### config.mk
export PLATFORM = sky130hd
export DESIGN_NAME = instr_fetch
export DESIGN_NICKNAME = d
export VERILOG_FILES = /design/src/rtl/instr_fetch.sv
export SDC_FILE = /design/constraint.sdc
export NUM_CORES = 1
export LEC_CHECK = 0
export ABC_AREA = 0
export CORE_MARGIN = 1
export CORE_UTILIZATION = 43
export DETAILED_ROUTE_END_ITERATION = 16
export PLACE_DENSITY_LB_ADDON = 0.08
export SLEW_MARGIN = 25
export SYNTH_ARGS = -nofsm -noshare
export SYNTH_HDL_FRONTEND = slang
export SYNTH_SLANG_ARGS = --single-unit
### constraint.sdc
create_clock -name input_clock -period 6.55 [get_ports input_clock]
set_input_delay 1.31 -clock input_clock [delete_from_list [all_inputs] [get_ports input_clock]]
set_output_delay 1.31 -clock input_clock [all_outputs]
set_load 0.01 [all_outputs]
### src/rtl/instr_fetch.sv
// Instruction fetch unit: issues one instruction-memory request at a time from the PC
// and buffers returned words with their addresses in a small FIFO toward decode.
module instr_fetch #(
    parameter int FIFO_DEPTH = 2
) (
    input  logic        input_clock,
    input  logic        reset,
    input  logic [31:0] pc_in,
    output logic [31:0] next_pc,
    output logic        pc_hold,
    input  logic        halt,
    input  logic        flush,
    input  logic [31:0] flush_target,
    output logic        imem_req,
    output logic [31:0] imem_addr,
    input  logic        imem_gnt,
    input  logic        imem_rvalid,
    input  logic [31:0] imem_rdata,
    output logic        dec_valid,
    output logic [31:0] dec_instr,
    output logic [31:0] dec_pc,
    input  logic        dec_ready
);

    localparam int PW = (FIFO_DEPTH > 1) ? $clog2(FIFO_DEPTH) : 1;
    localparam int CW = PW + 1;

    typedef enum logic [1:0] {
        IDLE = 2'd0,
        REQ  = 2'd1,
        WAIT = 2'd2,
        DROP = 2'd3
    } state_t;

    state_t        state_q, state_d;
    logic [31:0]   req_pc_q, req_pc_d;
    logic [31:0]   fifo_pc_q   [FIFO_DEPTH];
    logic [31:0]   fifo_instr_q[FIFO_DEPTH];
    logic [PW-1:0] wr_ptr_q, rd_ptr_q;
    logic [CW-1:0] count_q;
    logic          push;
    logic          pop;

    // The request is masked during reset so memory never sees a grantable request there
    assign imem_req  = (state_q == REQ) && !reset;
    assign imem_addr = pc_in;

    always_comb begin
        state_d  = state_q;
        req_pc_d = req_pc_q;
        push     = 1'b0;
        case (state_q)
            IDLE: begin
                if (!halt && !flush && (count_q < CW'(FIFO_DEPTH))) begin
                    state_d = REQ;
                end
            end
            REQ: begin
                if (flush) begin
                    state_d = imem_gnt ? DROP : IDLE;
                end else if (imem_gnt) begin
                    req_pc_d = pc_in;
                    state_d  = WAIT;
                end
            end
            WAIT: begin
                if (flush) begin
                    state_d = imem_rvalid ? IDLE : DROP;
                end else if (imem_rvalid) begin
                    push    = 1'b1;
                    state_d = IDLE;
                end
            end
            DROP: begin
                // A flush here only re-targets the PC; the orphaned word still has to drain
                if (imem_rvalid) begin
                    state_d = IDLE;
                end
            end
            default: state_d = IDLE;
        endcase
    end

    always_comb begin
        next_pc = pc_in;
        pc_hold = 1'b1;
        if (reset) begin
            next_pc = pc_in;
            pc_hold = 1'b1;
        end else if (flush) begin
            next_pc = flush_target;
            pc_hold = 1'b0;
        end else if (imem_req && imem_gnt) begin
            next_pc = pc_in + 32'd4;
            pc_hold = 1'b0;
        end
    end

    assign dec_valid = (count_q != '0);
    assign dec_instr = fifo_instr_q[rd_ptr_q];
    assign dec_pc    = fifo_pc_q[rd_ptr_q];
    assign pop       = dec_valid && dec_ready;

    always_ff @(posedge input_clock) begin
        if (reset) begin
            state_q  <= IDLE;
            req_pc_q <= '0;
            wr_ptr_q <= '0;
            rd_ptr_q <= '0;
            count_q  <= '0;
        end else begin
            state_q  <= state_d;
            req_pc_q <= req_pc_d;
            if (flush) begin
                wr_ptr_q <= '0;
                rd_ptr_q <= '0;
                count_q  <= '0;
            end else begin
                if (push) begin
                    wr_ptr_q <= wr_ptr_q + PW'(1);
                end
                if (pop) begin
                    rd_ptr_q <= rd_ptr_q + PW'(1);
                end
                if (push && !pop) begin
                    count_q <= count_q + CW'(1);
                end else if (pop && !push) begin
                    count_q <= count_q - CW'(1);
                end
            end
        end
    end

    // Storage needs no reset: an entry is only visible once count covers it
    always_ff @(posedge input_clock) begin
        if (!reset && push) begin
            fifo_pc_q[wr_ptr_q]    <= req_pc_q;
            fifo_instr_q[wr_ptr_q] <= imem_rdata;
        end
    end

endmodule

# After elaboration in Yosys (flattened, before gate mapping)
# Memories as Yosys holds them, arrays and structs flattened. A register that Yosys moved wholly into a read port is not among the register bits.
# Index checks and enable logic that the tools add are counted.
[totals] ff_bits=38 ram_bits=128 mem_count=2
[classes] add_sub_neg=5 order_cmp=1 eq_ne=5 n_mux=25 bitwise=1 n_reduce_logical=19
[mem_list] name="fifo_instr_q" depth=2 word_bits=32 rd=1 rd_ports_with_merged_regs=1 wr=1 line="38" text="logic [31:0] fifo_instr_q[FIFO_DEPTH];"
[mem_list] name="fifo_pc_q" depth=2 word_bits=32 rd=1 rd_ports_with_merged_regs=1 wr=1 line="37" text="logic [31:0] fifo_pc_q [FIFO_DEPTH];"
[op_table] cell="$mux 32" n=3
[op_table] cell="$add 32x3->32 const B" n=1
[op_table] cell="$mux 2" n=9
[op_table] cell="$mux 1" n=12
[op_table] cell="$logic_and 1x1->1" n=8
[op_table] cell="$pmux 2 s4" n=1
[op_table] cell="$logic_not 1->1" n=5
[op_table] cell="$eq 2x2->1 const B" n=2
[op_table] cell="$reduce_bool 2->1" n=2
[op_table] cell="$ne 3x3->1 const B" n=1
[op_table] cell="$reduce_and 3->1" n=1
[op_table] cell="$add 1x1->1 const B" n=2
[op_table] cell="$add 2x1->2 const B" n=1
[op_table] cell="$eq 2x1->1 const B" n=1
[op_table] cell="$logic_not 2->1" n=1
[op_table] cell="$lt 2x2->1 const B" n=1
[op_table] cell="$ne 2x2->1 const B" n=1
[op_table] cell="$reduce_and 2->1" n=1
[op_table] cell="$reduce_or 2->1" n=1
[op_table] cell="$sub 2x1->2 const B" n=1
[op_table] cell="$not 1->1" n=1

# Longest topological paths before layout
[depth] ltp_word=7 ltp_mapped=8

# Worst setup path before layout
# No wires, ideal clock.
[synth_path] path_kind="input to register" start="in reset" end="mem fifo_instr_q[0][0] (enable)" arrival_ns=6.281 required_ns=5.985 slack_ns=-0.296 stages=4 n_path_buf=3 path_cell_list="buf_2 -> clkbuf_1 -> buf_1 -> nor3_1"
[synth_via] elab_chain_cells=4
[synth_lines] element="from (decl)" line="7" text="input logic reset,"
[synth_lines] element="$logic_not 1->1" line="136" text="if (!reset && push) begin"
[synth_lines] element="$logic_and 1x1->1" line="136"
[synth_lines] element="$mux 1" line="136"
[synth_lines] element="$mux 1 (not written as such)" line="138" text="fifo_instr_q[wr_ptr_q] <= imem_rdata;"
[synth_lines] element="to (decl)" line="38"
# Every way passes these cells.

# Worst setup path in the final report
[layout_path] start="in pc_in[2]" end="out next_pc[22]"
[layout_via] elab_chain_cells=4
[layout_lines] element="from (decl)" line="8" text="input logic [31:0] pc_in,"
[layout_lines] element="$add 32x3->32" line="94" text="next_pc = pc_in + 32'd4;"
[layout_lines] element="$mux 32" line="93" text="end else if (imem_req && imem_gnt) begin"
[layout_lines] element="$mux 32" line="90" text="end else if (flush) begin"
[layout_lines] element="$mux 32" line="87" text="if (reset) begin"
[layout_lines] element="to (decl)" line="9" text="output logic [31:0] next_pc,"
# Every way passes these cells.

==> summary.md <==
Critical path
• critical path endpoint category: output port
• setup slack, reg-to-reg: 4.37 ns
• startpoint types: primary input
• signal arrival time at the worst endpoint: 4.37 ns
• critical path start-end classification: primary input to output port
• critical path data required time: 5.24 ns
• reg-to-reg startpoint: state_q[0]
• endpoint of the worst-slack reg-to-reg timing path: fifo_instr_q[1][2]
• CP max FO: 15
• number of cells on the worst reg-to-reg path: 4

Clock network
• source-to-sink clock delay at the later pin of the worst-skew pair: 0.43 ns
• Max Buffers Root-to-Sink: 2
• post-CTS setup-driven buffer insertion count: 0
• number of clock buffers inserted by TritonCTS: 17
• cts repair resizes: 0
• Root Buffer: sky130_fd_sc_hd__clkbuf_16
• TritonCTS clock tree: done
• number of buffers inserted for hold repair after clock tree synthesis: 0
• CTS Sinks: 167
• clock slew at reported path FFs: 0.07 ns
• H-tree Lvls: 4

Power
• power share of the clock group: 0.407
• internal power of the cells: 0.001803 W
• Leak: 3.414 nW
• relative contribution of combinational cells to total power: 0.105
• Peak VDD IR: 0.1863 mV
• total net switching power: 0.0005392 W
• Cell Pwr Density: 222.2 nW/um2
• relative contribution of sequential cells to total power: 0.488
• switch share: 0.2302
• total chip power: 0.002343 W

Timing
• crit share post-route: 0.8679
• Setup WS post-layout: 0.8654 ns
• number of failing hold endpoints at the final stage: 0
• max-slew violation count: 0
• worst rel slew slack: 0.3493
• Post-Route Hold Slack: 0.4523 ns
• slew at the pin closest to its max-slew limit: 0.9688 ns
• setup TNS: 0 ns
• minimum clock period: 5.685 ns
• Worst Clk Skew: 0.008375 ns
• timing-limited maximum frequency: 0.1759 GHz
• final number of setup-violating endpoints: 0
• RSZ-0062 raised after global routing: false

Global routing
• initial antenna violation count: 0
• global-route usage over all layers: 0.2199
• vias in the first global route: 5849
• GR Overflow Total: 0
• first-pass GRT wire length: 30.34 mm
• pin count of the biggest net entering global routing: 65

Route
• count of routing violations after the opening detailed-route iteration: 322
• final routed DRC violation total: 0
• sum of routed wire length over all layers: 19.53 mm
• Antenna Nets Post-Route: 0
• Avg WL per Cell: 18.39 um
• mean number of vias per cell: 5.429
• total number of vias: 5766
• first drt pass iteration count: 5

Hold path
• cell depth of the worst hold path: 0
• path category of the worst min-delay check: flop to flop
• Worst Min Path Start: req_pc_q[20]
• end of the worst hold path: fifo_pc_q[1][20]

Synthesis
• total standard cell area after synthesis: 7664 um2
• Async S/R FF share, synth: 0
• cell type with the largest total area after synthesis: sky130_fd_sc_hd__edfxtp_1
• number of synthesis warnings: 0
• dominant cell by count in the synthesized netlist: sky130_fd_sc_hd__edfxtp_1
• sequential cell area fraction in the yosys report: 0.6034
• Post-synth EDFFs: 128
• average cell area after synthesis: 12.16 um2
• top cells by area in the synthesized netlist: sky130_fd_sc_hd__edfxtp_1 (50%), sky130_fd_sc_hd__dfxtp_1 (10%), sky130_fd_sc_hd__mux2_2 (9.4%), sky130_fd_sc_hd__nand2_1 (4.4%), sky130_fd_sc_hd__buf_4 (3.1%)
• Seq cells post-synth: 167
• number of distinct library cells after synthesis: 64
• post-synthesis instance total: 630
• top-area cell type share of the netlist area: 0.5016
• primary flip-flop cell chosen by synthesis mapping: sky130_fd_sc_hd__edfxtp_1
• Post-synth top cells: sky130_fd_sc_hd__edfxtp_1 (128), sky130_fd_sc_hd__nand2_1 (89), sky130_fd_sc_hd__mux2_2 (64), sky130_fd_sc_hd__a21oi_1 (42), sky130_fd_sc_hd__dfxtp_1 (39)
• Synthesized Nets: 735

Floorplanning
• top-level port count: 234
• FP Rows: 48
• total die area: 18360 um2
• Die X-Extent: 135.5 um
• height of the chip: 135.5 um
• core area: 17360 um2
• effective utilization at floorplan: 0.4415

Job
• number of max-cap violations: 0

Place
• routability-driven placement congestion ratio: 0.8607
• count of port buffers added during placement: 233
• HPWL after detailed placement: 13.10 mm
• Post-Place Cells: 1030
• worst setup timing slack at the placement stage: 0.9612 ns

Layout
• FF/Latch Area: 4628 um2
• area of combinational cells with multiple inputs: 2608 um2
• filler cell count in the final layout: 1387
• share of final-layout standard cells stronger than drive strength 1: 0.1565
• number of nets in the layout: 929
• Antenna Cells: 0
• count of placed standard cells in the final layout, fillers left out: 1062
• layout overhead on the synthesized area: 37.58%

Outcome
• status: completed

[registers in the layout, indices dropped and copies added (netlist names), named ones only]
name / count
count_q: 2
fifo_instr_q: 64
fifo_pc_q: 64
rd_ptr_q: 1
req_pc_q: 32
state_q: 2
wr_ptr_q: 1
[stage by stage]
step / instance area [um2] / utilization
global route: 10540 / 0.6075
CTS: 10540 / 0.6075
global placement: 9978 / 0.5749
detailed placement: 9978 / 0.5749
finish: 10540 / 0.6075
floorplan: 7669 / -
[layout by cell type (no fill, tap or decap), types with 11 or more instances in the layout]
cell,Yosys,final
sky130_fd_sc_hd__dfxtp_1,39,38
sky130_fd_sc_hd__nand3_1,11,11
sky130_fd_sc_hd__nor3_1,16,15
sky130_fd_sc_hd__edfxtp_1,128,128
sky130_fd_sc_hd__clkbuf_16,0,17
sky130_fd_sc_hd__mux2_2,64,64
sky130_fd_sc_hd__nand4_1,13,13
sky130_fd_sc_hd__clkdlybuf4s50_1,0,231
sky130_fd_sc_hd__inv_1,16,16
sky130_fd_sc_hd__nor2_1,26,24
sky130_fd_sc_hd__o21ai_0,11,11
sky130_fd_sc_hd__nand2_1,89,89
sky130_fd_sc_hd__a21oi_1,42,42
sky130_fd_sc_hd__a22oi_1,13,13
[worst max-delay path: stages]
cell,delay (ns)
sky130_fd_sc_hd__clkdlybuf4s50_1,0.60
sky130_fd_sc_hd__ha_1,0.28
sky130_fd_sc_hd__nand4b_2,0.23
sky130_fd_sc_hd__nor4_4,0.90
sky130_fd_sc_hd__nand4_1,0.21
sky130_fd_sc_hd__o211ai_1,0.26
sky130_fd_sc_hd__clkdlybuf4s50_1,0.59
[power groups by stage]
stage	clock network, W	registers (W)	logic [W]
2_1_floorplan	0	0.00116	0.0000993
3_3_place_gp	0	0.00117	0.000240
3_5_place_dp	0	0.00117	0.000244
4_1_cts	0.000973	0.00114	0.000246
5_1_grt	0.00101	0.00114	0.000262
6_report	0.000955	0.00114	0.000245
[metal layers]
metal  share of wire  up-vias  global-route usage
met2            0.48      246              0.3667
met4           0.028        0              0.1011
met3           0.071       40             0.05425
met1            0.42     2764              0.2681
met5               0        -                   0
li1                -     2716                   -
[worst max path at each step]
stage          startpoint                  to  depth (start not counted)
3_5_place_dp     pc_in[2]         next_pc[24]                          7
3_3_place_gp     pc_in[2]         next_pc[28]                          7
6_report         pc_in[2]         next_pc[22]                          7
4_1_cts          pc_in[2]         next_pc[22]                          7
5_1_grt          pc_in[2]         next_pc[22]                          7
2_1_floorplan       reset  fifo_instr_q[0][0]                          4
[final cells by class]
type / count / share of cell area
Sequential cell: 167 / 0.4389
Tap cell: 225 / 0.02670
Clock buffer: 18 / 0.04070
Clock inverter: 14 / 0.01293
Multi-Input combinational cell: 378 / 0.2473
Inverter: 17 / 0.006052
Timing Repair Buffer: 243 / 0.2274
[cell families after synthesis]
group	after synthesis	share of synthesized area
flip-flops	167	0.6034
multiplexers	64	0.09404
AO/OA/AOI/OAI	106	0.09274
XOR/XNOR	6	0.006857
AND/OR/NAND/NOR	200	0.1399
adder cells (fa/ha/maj)	2	0.003265
buffers and inverters	85	0.05975
(Power assumes the default switching activity.)
